**src/rtl/debug_uart_pkg.sv**
```systemverilog
// debug_uart_pkg
//   Shared types and constants for the debug UART front end.
//   - rx_state_t / tx_state_t : receiver and transmitter FSM encodings
//   - DATA_BITS / STOP_BITS   : 8N1 frame shape
//   - DEFAULT_CLKS_PER_BIT    : 50 MHz / 115200 baud
package debug_uart_pkg;

    typedef enum logic [1:0] {
        RX_IDLE,
        RX_START,
        RX_DATA,
        RX_STOP
    } rx_state_t;

    typedef enum logic [1:0] {
        TX_IDLE,
        TX_START,
        TX_DATA,
        TX_STOP
    } tx_state_t;

    localparam int DATA_BITS            = 8;
    localparam int STOP_BITS            = 1;
    localparam int DEFAULT_CLKS_PER_BIT = 434;

endpackage

```
**src/rtl/debug_uart_tx.sv**
```systemverilog
// debug_uart_tx
//   8N1 transmitter with level-request arming. A byte is accepted from
//   data_send when start_trans is high in idle and the request has been
//   re-armed (start_trans seen low since the last accept), so a requester
//   holding start_trans high never causes a duplicate byte.
// Ports:
//   clk, rst_n    : clock, asynchronous active-low reset
//   data_send     : byte to send, captured on accept
//   start_trans   : level request
//   serial_out    : TX pad, idle high
//   byte_send     : one-cycle strobe at end of stop bit
//   tx_busy       : high from accept through the byte_send cycle
module debug_uart_tx
    import debug_uart_pkg::*;
#(
    parameter int CLKS_PER_BIT = DEFAULT_CLKS_PER_BIT,
    parameter int CNT_W        = 16
) (
    input  logic       clk,
    input  logic       rst_n,
    input  logic [7:0] data_send,
    input  logic       start_trans,
    output logic       serial_out,
    output logic       byte_send,
    output logic       tx_busy
);

    localparam logic [CNT_W-1:0] BIT_LAST     = CNT_W'(CLKS_PER_BIT - 1);
    localparam logic [CNT_W-1:0] STOP_LAST    = CNT_W'(STOP_BITS * CLKS_PER_BIT - 1);
    localparam logic [2:0]       BIT_IDX_LAST = 3'(DATA_BITS - 1);

    tx_state_t              state_reg, state_next;
    logic [CNT_W-1:0]       cnt_reg, cnt_next;
    logic [2:0]             bit_reg, bit_next;
    logic [DATA_BITS-1:0]   shift_reg, shift_next;
    logic                   armed_reg, armed_next;
    logic                   serial_reg, serial_next;
    logic                   busy_reg, busy_next;
    logic                   byte_send_reg, byte_send_next;

    always_comb begin
        state_next     = state_reg;
        cnt_next       = cnt_reg;
        bit_next       = bit_reg;
        shift_next     = shift_reg;
        armed_next     = armed_reg;
        serial_next    = serial_reg;
        busy_next      = busy_reg;
        byte_send_next = 1'b0;

        // Any low cycle on the request re-arms; accept below overrides.
        if (!start_trans) begin
            armed_next = 1'b1;
        end

        case (state_reg)
            TX_IDLE: begin
                // busy drops one cycle after byte_send so it covers the strobe
                busy_next = 1'b0;
                if (start_trans && armed_reg) begin
                    shift_next  = data_send;
                    armed_next  = 1'b0;
                    busy_next   = 1'b1;
                    serial_next = 1'b0;
                    cnt_next    = '0;
                    state_next  = TX_START;
                end
            end
            TX_START: begin
                if (cnt_reg == BIT_LAST) begin
                    cnt_next    = '0;
                    bit_next    = '0;
                    serial_next = shift_reg[0];
                    state_next  = TX_DATA;
                end else begin
                    cnt_next = cnt_reg + 1'b1;
                end
            end
            TX_DATA: begin
                if (cnt_reg == BIT_LAST) begin
                    cnt_next = '0;
                    if (bit_reg == BIT_IDX_LAST) begin
                        serial_next = 1'b1;
                        state_next  = TX_STOP;
                    end else begin
                        bit_next    = bit_reg + 1'b1;
                        shift_next  = shift_reg >> 1;
                        serial_next = shift_reg[1];
                    end
                end else begin
                    cnt_next = cnt_reg + 1'b1;
                end
            end
            TX_STOP: begin
                if (cnt_reg == STOP_LAST) begin
                    cnt_next       = '0;
                    byte_send_next = 1'b1;
                    state_next     = TX_IDLE;
                end else begin
                    cnt_next = cnt_reg + 1'b1;
                end
            end
            default: begin
                state_next = TX_IDLE;
            end
        endcase
    end

    always_ff @(posedge clk or negedge rst_n) begin
        if (!rst_n) begin
            state_reg     <= TX_IDLE;
            cnt_reg       <= '0;
            bit_reg       <= '0;
            shift_reg     <= '0;
            armed_reg     <= 1'b1;
            serial_reg    <= 1'b1;
            busy_reg      <= 1'b0;
            byte_send_reg <= 1'b0;
        end else begin
            state_reg     <= state_next;
            cnt_reg       <= cnt_next;
            bit_reg       <= bit_next;
            shift_reg     <= shift_next;
            armed_reg     <= armed_next;
            serial_reg    <= serial_next;
            busy_reg      <= busy_next;
            byte_send_reg <= byte_send_next;
        end
    end

    assign serial_out = serial_reg;
    assign byte_send  = byte_send_reg;
    assign tx_busy    = busy_reg;

endmodule

```
**src/rtl/debug_uart.sv**
```systemverilog
// debug_uart
//   Serial front end for the debug controller: 8N1 receiver (inline) and
//   transmitter (debug_uart_tx) sharing one bit-rate parameter.
// Ports:
//   clk, rst_n    : clock, asynchronous active-low reset
//   serial_in     : RX pad (asynchronous, idle high)
//   serial_out    : TX pad (idle high)
//   rx_data       : last good received byte
//   byte_rcv      : one-cycle strobe, rx_data updated
//   rx_frame_err  : one-cycle strobe, stop bit low, byte dropped
//   data_send     : byte to transmit
//   start_trans   : level transmit request
//   byte_send     : one-cycle strobe, byte fully sent
//   tx_busy       : transmitter busy
module debug_uart
    import debug_uart_pkg::*;
#(
    parameter int CLKS_PER_BIT = DEFAULT_CLKS_PER_BIT,
    parameter int CNT_W        = 16
) (
    input  logic       clk,
    input  logic       rst_n,
    input  logic       serial_in,
    output logic       serial_out,
    output logic [7:0] rx_data,
    output logic       byte_rcv,
    output logic       rx_frame_err,
    input  logic [7:0] data_send,
    input  logic       start_trans,
    output logic       byte_send,
    output logic       tx_busy
);

    localparam logic [CNT_W-1:0] BIT_LAST     = CNT_W'(CLKS_PER_BIT - 1);
    localparam logic [CNT_W-1:0] HALF_LAST    = CNT_W'(CLKS_PER_BIT / 2 - 1);
    localparam logic [CNT_W-1:0] STOP_LAST    = CNT_W'(STOP_BITS * CLKS_PER_BIT - 1);
    localparam logic [2:0]       BIT_IDX_LAST = 3'(DATA_BITS - 1);

    // Synchroniser and history reset low: after reset the line must be seen
    // high before a falling edge can register, so a reset in the middle of
    // a frame never produces a false start bit.
    logic                 sync1_reg, sync2_reg, hist_reg;
    logic                 rx_fall;

    rx_state_t            rx_state_reg, rx_state_next;
    logic [CNT_W-1:0]     rx_cnt_reg, rx_cnt_next;
    logic [2:0]           rx_bit_reg, rx_bit_next;
    logic [DATA_BITS-1:0] rx_shift_reg, rx_shift_next;
    logic [7:0]           rx_data_reg, rx_data_next;
    logic                 byte_rcv_reg, byte_rcv_next;
    logic                 frame_err_reg, frame_err_next;

    always_ff @(posedge clk or negedge rst_n) begin
        if (!rst_n) begin
            sync1_reg <= 1'b0;
            sync2_reg <= 1'b0;
            hist_reg  <= 1'b0;
        end else begin
            sync1_reg <= serial_in;
            sync2_reg <= sync1_reg;
            hist_reg  <= sync2_reg;
        end
    end

    assign rx_fall = hist_reg && !sync2_reg;

    always_comb begin
        rx_state_next  = rx_state_reg;
        rx_cnt_next    = rx_cnt_reg;
        rx_bit_next    = rx_bit_reg;
        rx_shift_next  = rx_shift_reg;
        rx_data_next   = rx_data_reg;
        byte_rcv_next  = 1'b0;
        frame_err_next = 1'b0;

        case (rx_state_reg)
            RX_IDLE: begin
                if (rx_fall) begin
                    rx_cnt_next   = '0;
                    rx_state_next = RX_START;
                end
            end
            RX_START: begin
                // Mid-bit check rejects short low glitches on the idle line.
                if (rx_cnt_reg == HALF_LAST) begin
                    if (sync2_reg) begin
                        rx_state_next = RX_IDLE;
                    end else begin
                        rx_cnt_next   = '0;
                        rx_bit_next   = '0;
                        rx_state_next = RX_DATA;
                    end
                end else begin
                    rx_cnt_next = rx_cnt_reg + 1'b1;
                end
            end
            RX_DATA: begin
                if (rx_cnt_reg == BIT_LAST) begin
                    rx_cnt_next   = '0;
                    rx_shift_next = {sync2_reg, rx_shift_reg[DATA_BITS-1:1]};
                    if (rx_bit_reg == BIT_IDX_LAST) begin
                        rx_state_next = RX_STOP;
                    end else begin
                        rx_bit_next = rx_bit_reg + 1'b1;
                    end
                end else begin
                    rx_cnt_next = rx_cnt_reg + 1'b1;
                end
            end
            RX_STOP: begin
                if (rx_cnt_reg == STOP_LAST) begin
                    rx_cnt_next   = '0;
                    rx_state_next = RX_IDLE;
                    if (sync2_reg) begin
                        rx_data_next  = rx_shift_reg;
                        byte_rcv_next = 1'b1;
                    end else begin
                        frame_err_next = 1'b1;
                    end
                end else begin
                    rx_cnt_next = rx_cnt_reg + 1'b1;
                end
            end
            default: begin
                rx_state_next = RX_IDLE;
            end
        endcase
    end

    always_ff @(posedge clk or negedge rst_n) begin
        if (!rst_n) begin
            rx_state_reg  <= RX_IDLE;
            rx_cnt_reg    <= '0;
            rx_bit_reg    <= '0;
            rx_shift_reg  <= '0;
            rx_data_reg   <= '0;
            byte_rcv_reg  <= 1'b0;
            frame_err_reg <= 1'b0;
        end else begin
            rx_state_reg  <= rx_state_next;
            rx_cnt_reg    <= rx_cnt_next;
            rx_bit_reg    <= rx_bit_next;
            rx_shift_reg  <= rx_shift_next;
            rx_data_reg   <= rx_data_next;
            byte_rcv_reg  <= byte_rcv_next;
            frame_err_reg <= frame_err_next;
        end
    end

    assign rx_data      = rx_data_reg;
    assign byte_rcv     = byte_rcv_reg;
    assign rx_frame_err = frame_err_reg;

    debug_uart_tx #(
        .CLKS_PER_BIT (CLKS_PER_BIT),
        .CNT_W        (CNT_W)
    ) u_tx (
        .clk         (clk),
        .rst_n       (rst_n),
        .data_send   (data_send),
        .start_trans (start_trans),
        .serial_out  (serial_out),
        .byte_send   (byte_send),
        .tx_busy     (tx_busy)
    );

endmodule

```
**config.mk**
```make
export PLATFORM = sky130hd
export DESIGN_NAME = debug_uart
export DESIGN_NICKNAME = d
export VERILOG_FILES = /design/src/rtl/debug_uart_pkg.sv /design/src/rtl/debug_uart_tx.sv /design/src/rtl/debug_uart.sv
export SDC_FILE = /design/constraint.sdc
export NUM_CORES = 1
export LEC_CHECK = 0
export ABC_AREA = 0
export BUFFER_PORTS_ARGS = -buffer_cell sky130_fd_sc_hd__buf_4
export CAP_MARGIN = 20
export CORE_MARGIN = 5
export CORE_UTILIZATION = 40
export DETAILED_ROUTE_END_ITERATION = 6
export GPL_TIMING_DRIVEN = 0
export PLACE_DENSITY = 0.69
export RECOVER_POWER = 100
export SYNTH_ARGS = -nofsm -noshare
export SYNTH_HDL_FRONTEND = slang
export SYNTH_SLANG_ARGS = --single-unit
```
**constraint.sdc**
```tcl
create_clock -name clk -period 2.83 [get_ports clk]
set_input_delay 0.283 -clock clk [delete_from_list [all_inputs] [get_ports clk]]
set_output_delay 0.283 -clock clk [all_outputs]
set_load 0.01 [all_outputs]
```
==> flow_metrics.tcl, run 1 <==
set metrics [dict create \
    tightest_slew_ns 1.857 \
    vias_per_cell 5.377 \
    finalSetupTns_ns 0 \
    crit_required_ns 3.05 \
    clk_pin_slew_ns 0.08 \
    netlist_area_um2 3729 \
    critPathTopFamily "simple AND/OR/NAND/NOR gates" \
    grt_pass1_vias 2765 \
    antenna_found_initial 0 \
    ios 25 \
    r2r_setup_slack_ns 0.25 \
    crit_path_end_kind "flop" \
    fin_crit_sh 0.9124 \
    hold_violations 0 \
    dpl.hpwl_um 5104 \
    synth-edff-count 0 \
    hold_buffers 0 \
    postCtsSetupBuffers 0 \
    drt-pass1-iter-count 4 \
    gp_congestion 0.8520 \
    cts_resized 0 \
    setup_viol 0 \
    clock_sinks 75 \
    fin_area_um2 4233 \
    grt_use_total 0.1385 \
    synthTopCellsByArea "dfrtp_1 49%, mux2_2 5.4%, ha_1 4.7%" \
    vdd_drop_max_v 0.0005188 \
    grt_overflow 0 \
    crit_buf_inv 1 \
    r2r_end "rx_data[4]$_DFFE_PN0P_" \
    grt_max_degree 76 \
    start_util 0.4074 \
    setup.worst_path.start "rx_cnt_reg[1]$_DFFE_PN0P_" \
    setup_slack_ns 0.2479 \
    drive_gt1_frac 0.1414 \
    p_sw_frac 0.3363 \
    timing.rr.start "rx_cnt_reg[1]$_DFFE_PN0P_" \
    yosysSeqAreaShare 0.5040 \
    hp-class "primary input to flop" \
    yosys-top-cells-count "73 x dfrtp_1, 35 x nand2_1, 27 x o21ai_0" \
    crit_chain "inv_1 -> ha_1 -> or3b_2 -> nor4_1 -> and2_0 -> nand3_2 -> mux2_2" \
    critical_path_arrival_ns 2.80 \
    powerDensity_nw_per_um2 774.7 \
    die_area_um2 11350 \
    insertion_delay_ns 0.35 \
    violations "max-capacitance violations, max-slew violations" \
    cts_root_buffer "clkbuf_8" \
    die_y_um 106.5 \
    synth_top_flop_cell "dfrtp_1" \
    period_minus_slack_ns 2.582 \
    clock_skew_ns 0.01102 \
    fin_nets 424 \
    antenna_left 0 \
    maxClockFrequency_mhz 387.3 \
    synth_warnings 0 \
    row_count 35 \
    synth_top_area_frac 0.4899 \
    tritoncts "done" \
    p_int_mw 2.176 \
    p_switching_mw 1.103 \
    synth_fp_nets 389 \
    yosysMostFrequentCell "dfrtp_1" \
    rsz0062_at_grt "no" \
    crit_type "flop to flop" \
    synth_cells 363 \
    async_flop_share 1.000 \
    outcome "finished with violations" \
    ys_types 53 \
    reg2reg_depth 7 \
    io_buffer_count 24 \
    p_leak_nw 1.865 \
    power_frac_comb 0.289 \
    p_clk_frac 0.291 \
    die_x_um 106.5 \
    area_growth_pct 13.52 \
    wirelength_um 7332 \
    max_slew_margin -0.2380 \
    synth.largest_area_cell "dfrtp_1" \
    antenna_cells 0 \
    crit_cells 7 \
    seqPwrFrac 0.420 \
    cp_max_fo 8 \
    drc 0 \
    htree_levels 3 \
    via_count 2764 \
    drt_iter0_markers 105 \
    maxCapViolations 1 \
    synth-seq-cells 75 \
    synth_area_per_cell_um2 10.27 \
    cts_buffers 9 \
    grt_pass1_wl_um 12800 \
    critPathLaunchType "flop" \
    critPathSlowestCell "or3b_2" \
    max_stage_delay_ns 0.44 \
    cts_buffer_depth 2 \
    placement.cell_area_um2 4048 \
    wire_per_inst_um 14.26 \
    crit_path_end "rx_data[4]$_DFFE_PN0P_" \
    core_um2 9153 \
    dp_slack_ns 0.2815 \
    slew_violations 76 \
]
-- power groups by stage --
stage               Combinational, mW  Clock (mW)  Sequential, mW
global placement                0.925           0            1.39
floorplan                       0.714           0            1.37
CTS                             0.964       0.978            1.38
global route                     1.08        1.02            1.41
detailed placement              0.958           0            1.40
finish                          0.949       0.953            1.38
-- routing by layer --
layer  up-vias  part of all wire  global-route usage  wire length, µm
li1       1367                 -                   -                -
met1      1342              0.47              0.1767             3480
met2        43              0.47              0.2271             3466
met3        12             0.035             0.03764              258
met4         0             0.017             0.04749              126
met5         -                 0                   0                0
-- worst min path at each step --
stage	slack, ns	cells past startpoint	end	from
floorplan	-0.01	0	asynchronous set/reset pin	rst_n
global placement	0.34	0	sync2_reg$_DFF_PN0_	sync1_reg$_DFF_PN0_
detailed placement	0.36	0	hist_reg$_DFF_PN0_	sync2_reg$_DFF_PN0_
CTS	0.05	1	sync1_reg$_DFF_PN0_	serial_in
global route	0.07	1	sync1_reg$_DFF_PN0_	serial_in
finish	0.09	1	sync1_reg$_DFF_PN0_	serial_in
-- kinds of logic after synthesis --
family          Yosys count  share of synthesized area
mux                      20                    0.06141
compound gates           83                     0.1463
flops                    75                     0.5040
simple gates            130                     0.1852
xor+xnor                 10                    0.02349
fa+ha+maj                14                    0.04698
buf+inv                  31                    0.03255
-- per-stage QoR --
| step | utilization | power (mW) | std cells | hold slack [ns] |
|---|---|---|---|---|
| global route | 0.4625 | 3.506 | 514 | 0.07257 |
| global placement | 0.4422 | 2.314 | 498 | 0.3393 |
| CTS | 0.4681 | 3.322 | 514 | 0.04823 |
| finish | 0.4625 | 3.279 | 514 | 0.08773 |
| floorplan | - | 2.081 | 363 | -0.01259 |
| detailed placement | 0.4422 | 2.359 | 498 | 0.3562 |
-- final cells by class --
| cell class | count | area (µm²) |
|---|---|---|
| buffer | 13 | 53.80 |
| clock buffer | 11 | 151.4 |
| clock inverter | 5 | 85.08 |
| fill | 879 | 4920 |
| inverter | 18 | 67.56 |
| multi-input combinational | 257 | 1728 |
| sequential | 75 | 1879 |
| tap | 111 | 138.9 |
| timing repair buffer | 24 | 128.9 |
-- placed cells by master (no fill, tap or decap), types with 8 or more instances in the layout --
cell and instances:
a21oi_1 12, and3_1 8, buf_4 11, clkbuf_1 24, clkbuf_8 11, dfrtp_1 73, ha_1 14, inv_1 18
mux2_2 18, nand2_1 35, nand3_1 13, nor2_1 22, nor3_1 14, o21a_1 8, o21ai_0 27, o22a_1 10
Note: power is estimated with default switching activity, not from simulation.
==> run 2, diff against run 1 <==
CTS_BUF_LIST = sky130_fd_sc_hd__clkbuf_2 sky130_fd_sc_hd__clkbuf_4 sky130_fd_sc_hd__clkbuf_8   (was not set)
PLACE_DENSITY = not set   (was 0.69)
RECOVER_POWER = 25   (was 100)
==> flow_metrics.tcl, run 2 (same netlist as run 1, synthesis figures left out) <==
set metrics [dict create \
    crit_path_end "rx_cnt_reg[10]$_DFFE_PN0P_" \
    drive_gt1_frac 0.1811 \
    p_switching_mw 1.114 \
    insertion_delay_ns 0.35 \
    row_count 35 \
    cts_buffers 9 \
    fin_nets 424 \
    antenna_cells 0 \
    final_common_cell "dfrtp_1" \
    drt_iter0_markers 145 \
    area_growth_pct 14.80 \
    io_buffer_count 24 \
    highest_layer "met4" \
    crit_path_end_kind "flop" \
    fin_crit_sh 0.9081 \
    postCtsSetupBuffers 0 \
    setup_viol 0 \
    r2r_end "rx_cnt_reg[10]$_DFFE_PN0P_" \
    die_x_um 106.5 \
    start_util 0.4074 \
    drc 0 \
    antenna_found_initial 0 \
    vdd_drop_max_v 0.0004805 \
    timing.rr.start "rx_cnt_reg[0]$_DFFE_PN0P_" \
    regArea_um2 1879 \
    dr_wl_met2_um 3527 \
    clk_pin_slew_ns 0.09 \
    critical_path_arrival_ns 2.79 \
    violations "max-capacitance violations, max-slew violations" \
    setup.worst_path.start "rx_cnt_reg[0]$_DFFE_PN0P_" \
    gp_congestion 0.8320 \
    crit_chain "inv_1 -> ha_1 -> or4bb_1 -> or4_4 -> mux2_4 -> o31ai_4 -> nor2_1" \
    drt-pass1-iter-count 4 \
    dpl.hpwl_um 5062 \
    p_leak_nw 1.918 \
    core_um2 9153 \
    seqPwrFrac 0.421 \
    grt_overflow 0 \
    grt_max_degree 76 \
    outcome "finished with violations" \
    cts_buffer_depth 2 \
    hp-class "primary input to flop" \
    die_y_um 106.5 \
    fill_cells 859 \
    rsz0062_at_grt "no" \
    r2r_setup_slack_ns 0.26 \
    hp-start "serial_in" \
    crit_required_ns 3.05 \
    maxCapViolations 1 \
    via_count 2766 \
    antenna_left 0 \
    period_minus_slack_ns 2.570 \
    cp_max_fo 9 \
    die_area_um2 11350 \
    clock_skew_ns 0.006749 \
    ios 25 \
    power_frac_comb 0.292 \
    cts_resized 0 \
    wirelength_um 7394 \
    grt_pass1_wl_um 12920 \
    hold_violations 0 \
    tritoncts "done" \
    clock_sinks 75 \
    met3_length_um 212 \
    htree_levels 3 \
    p_sw_frac 0.3408 \
    tightest_slew_ns 1.826 \
    hold_ws_ns 0.07844 \
    vias_per_cell 5.381 \
    p_int_mw 2.155 \
    maxClockFrequency_mhz 389.1 \
    multi_input_area_um2 1734 \
    hold_buffers 0 \
    crit_type "flop to flop" \
    met1Wirelength_um 3595 \
    critPathLaunchType "flop" \
    powerDensity_nw_per_um2 763.9 \
    critPathSlowestCell "or4bb_1" \
    fin_area_um2 4280 \
    grt_use_total 0.1393 \
    finalSetupTns_ns 0 \
    final_cell_mix "73 x dfrtp_1, 35 x nand2_1, 27 x o21ai_0, 23 x buf_4, 22 x nor2_1" \
    slew_violations 76 \
    reg2reg_depth 7 \
    p_clk_frac 0.287 \
    max_stage_delay_ns 0.49 \
    grt_pass1_vias 2738 \
    max_slew_margin -0.2174 \
    placement.cell_area_um2 4048 \
    wire_per_inst_um 14.39 \
    cts_root_buffer "clkbuf_8" \
]
-- run 2: how the worst min path moves through the flow --
stage | endpoint | cells after the start
final | sync1_reg$_DFF_PN0_ | 1
after global routing | sync1_reg$_DFF_PN0_ | 1
after CTS | sync1_reg$_DFF_PN0_ | 1
after detailed placement | sync2_reg$_DFF_PN0_ | 0
after global placement | sync2_reg$_DFF_PN0_ | 0
after floorplan | asynchronous set/reset pin | 0
-- run 2: critical path, delay by kind of cell (launching register included) --
kind	cells	cell delay (ns)
muxes	1	0.29
and+or+nand+nor	3	1.06
AOI/OAI and AO/OA	1	0.40
adders and majority gates	1	0.16
DFF	1	0.45
buffers and inverters	1	0.08
-- run 2: final cells by class --
| cell class | count | share of cell area |
|---|---|---|
| plain buffers | 13 | 0.01257 |
| clock buffers | 10 | 0.03069 |
| inverters | 18 | 0.01578 |
| clock inverters | 6 | 0.02280 |
| repair buffers | 24 | 0.04151 |
| well taps | 111 | 0.03245 |
| flip-flops and latches | 75 | 0.4391 |
| multi-input cells | 257 | 0.4051 |
-- run 2: power groups by stage --
stage / clock (mW) / combinational [mW] / sequential [mW]
2_1_floorplan: 0 / 0.714 / 1.37
3_3_place_gp: 0 / 0.937 / 1.39
3_5_place_dp: 0 / 0.954 / 1.40
4_1_cts: 0.973 / 0.958 / 1.38
5_1_grt: 1.02 / 1.09 / 1.41
6_report: 0.937 / 0.955 / 1.38
-- run 2: stage by stage --
stage	setup slack, ns	std cells	power [mW]	utilization
final	0.2600	514	3.270	0.4677
after floorplan	0.5502	363	2.081	-
after global routing	0.1371	514	3.512	0.4677
after detailed placement	0.2320	498	2.353	0.4422
after CTS	0.2125	514	3.308	0.4673
after global placement	0.2689	498	2.328	0.4422
-- run 2: routing by layer --
metal / vias to the layer above / global-route usage
met2: 34 / 0.2208
met3: 5 / 0.03643
met4: 0 / 0.04932
met5: - / 0
li1: 1374 / -
met1: 1353 / 0.1848
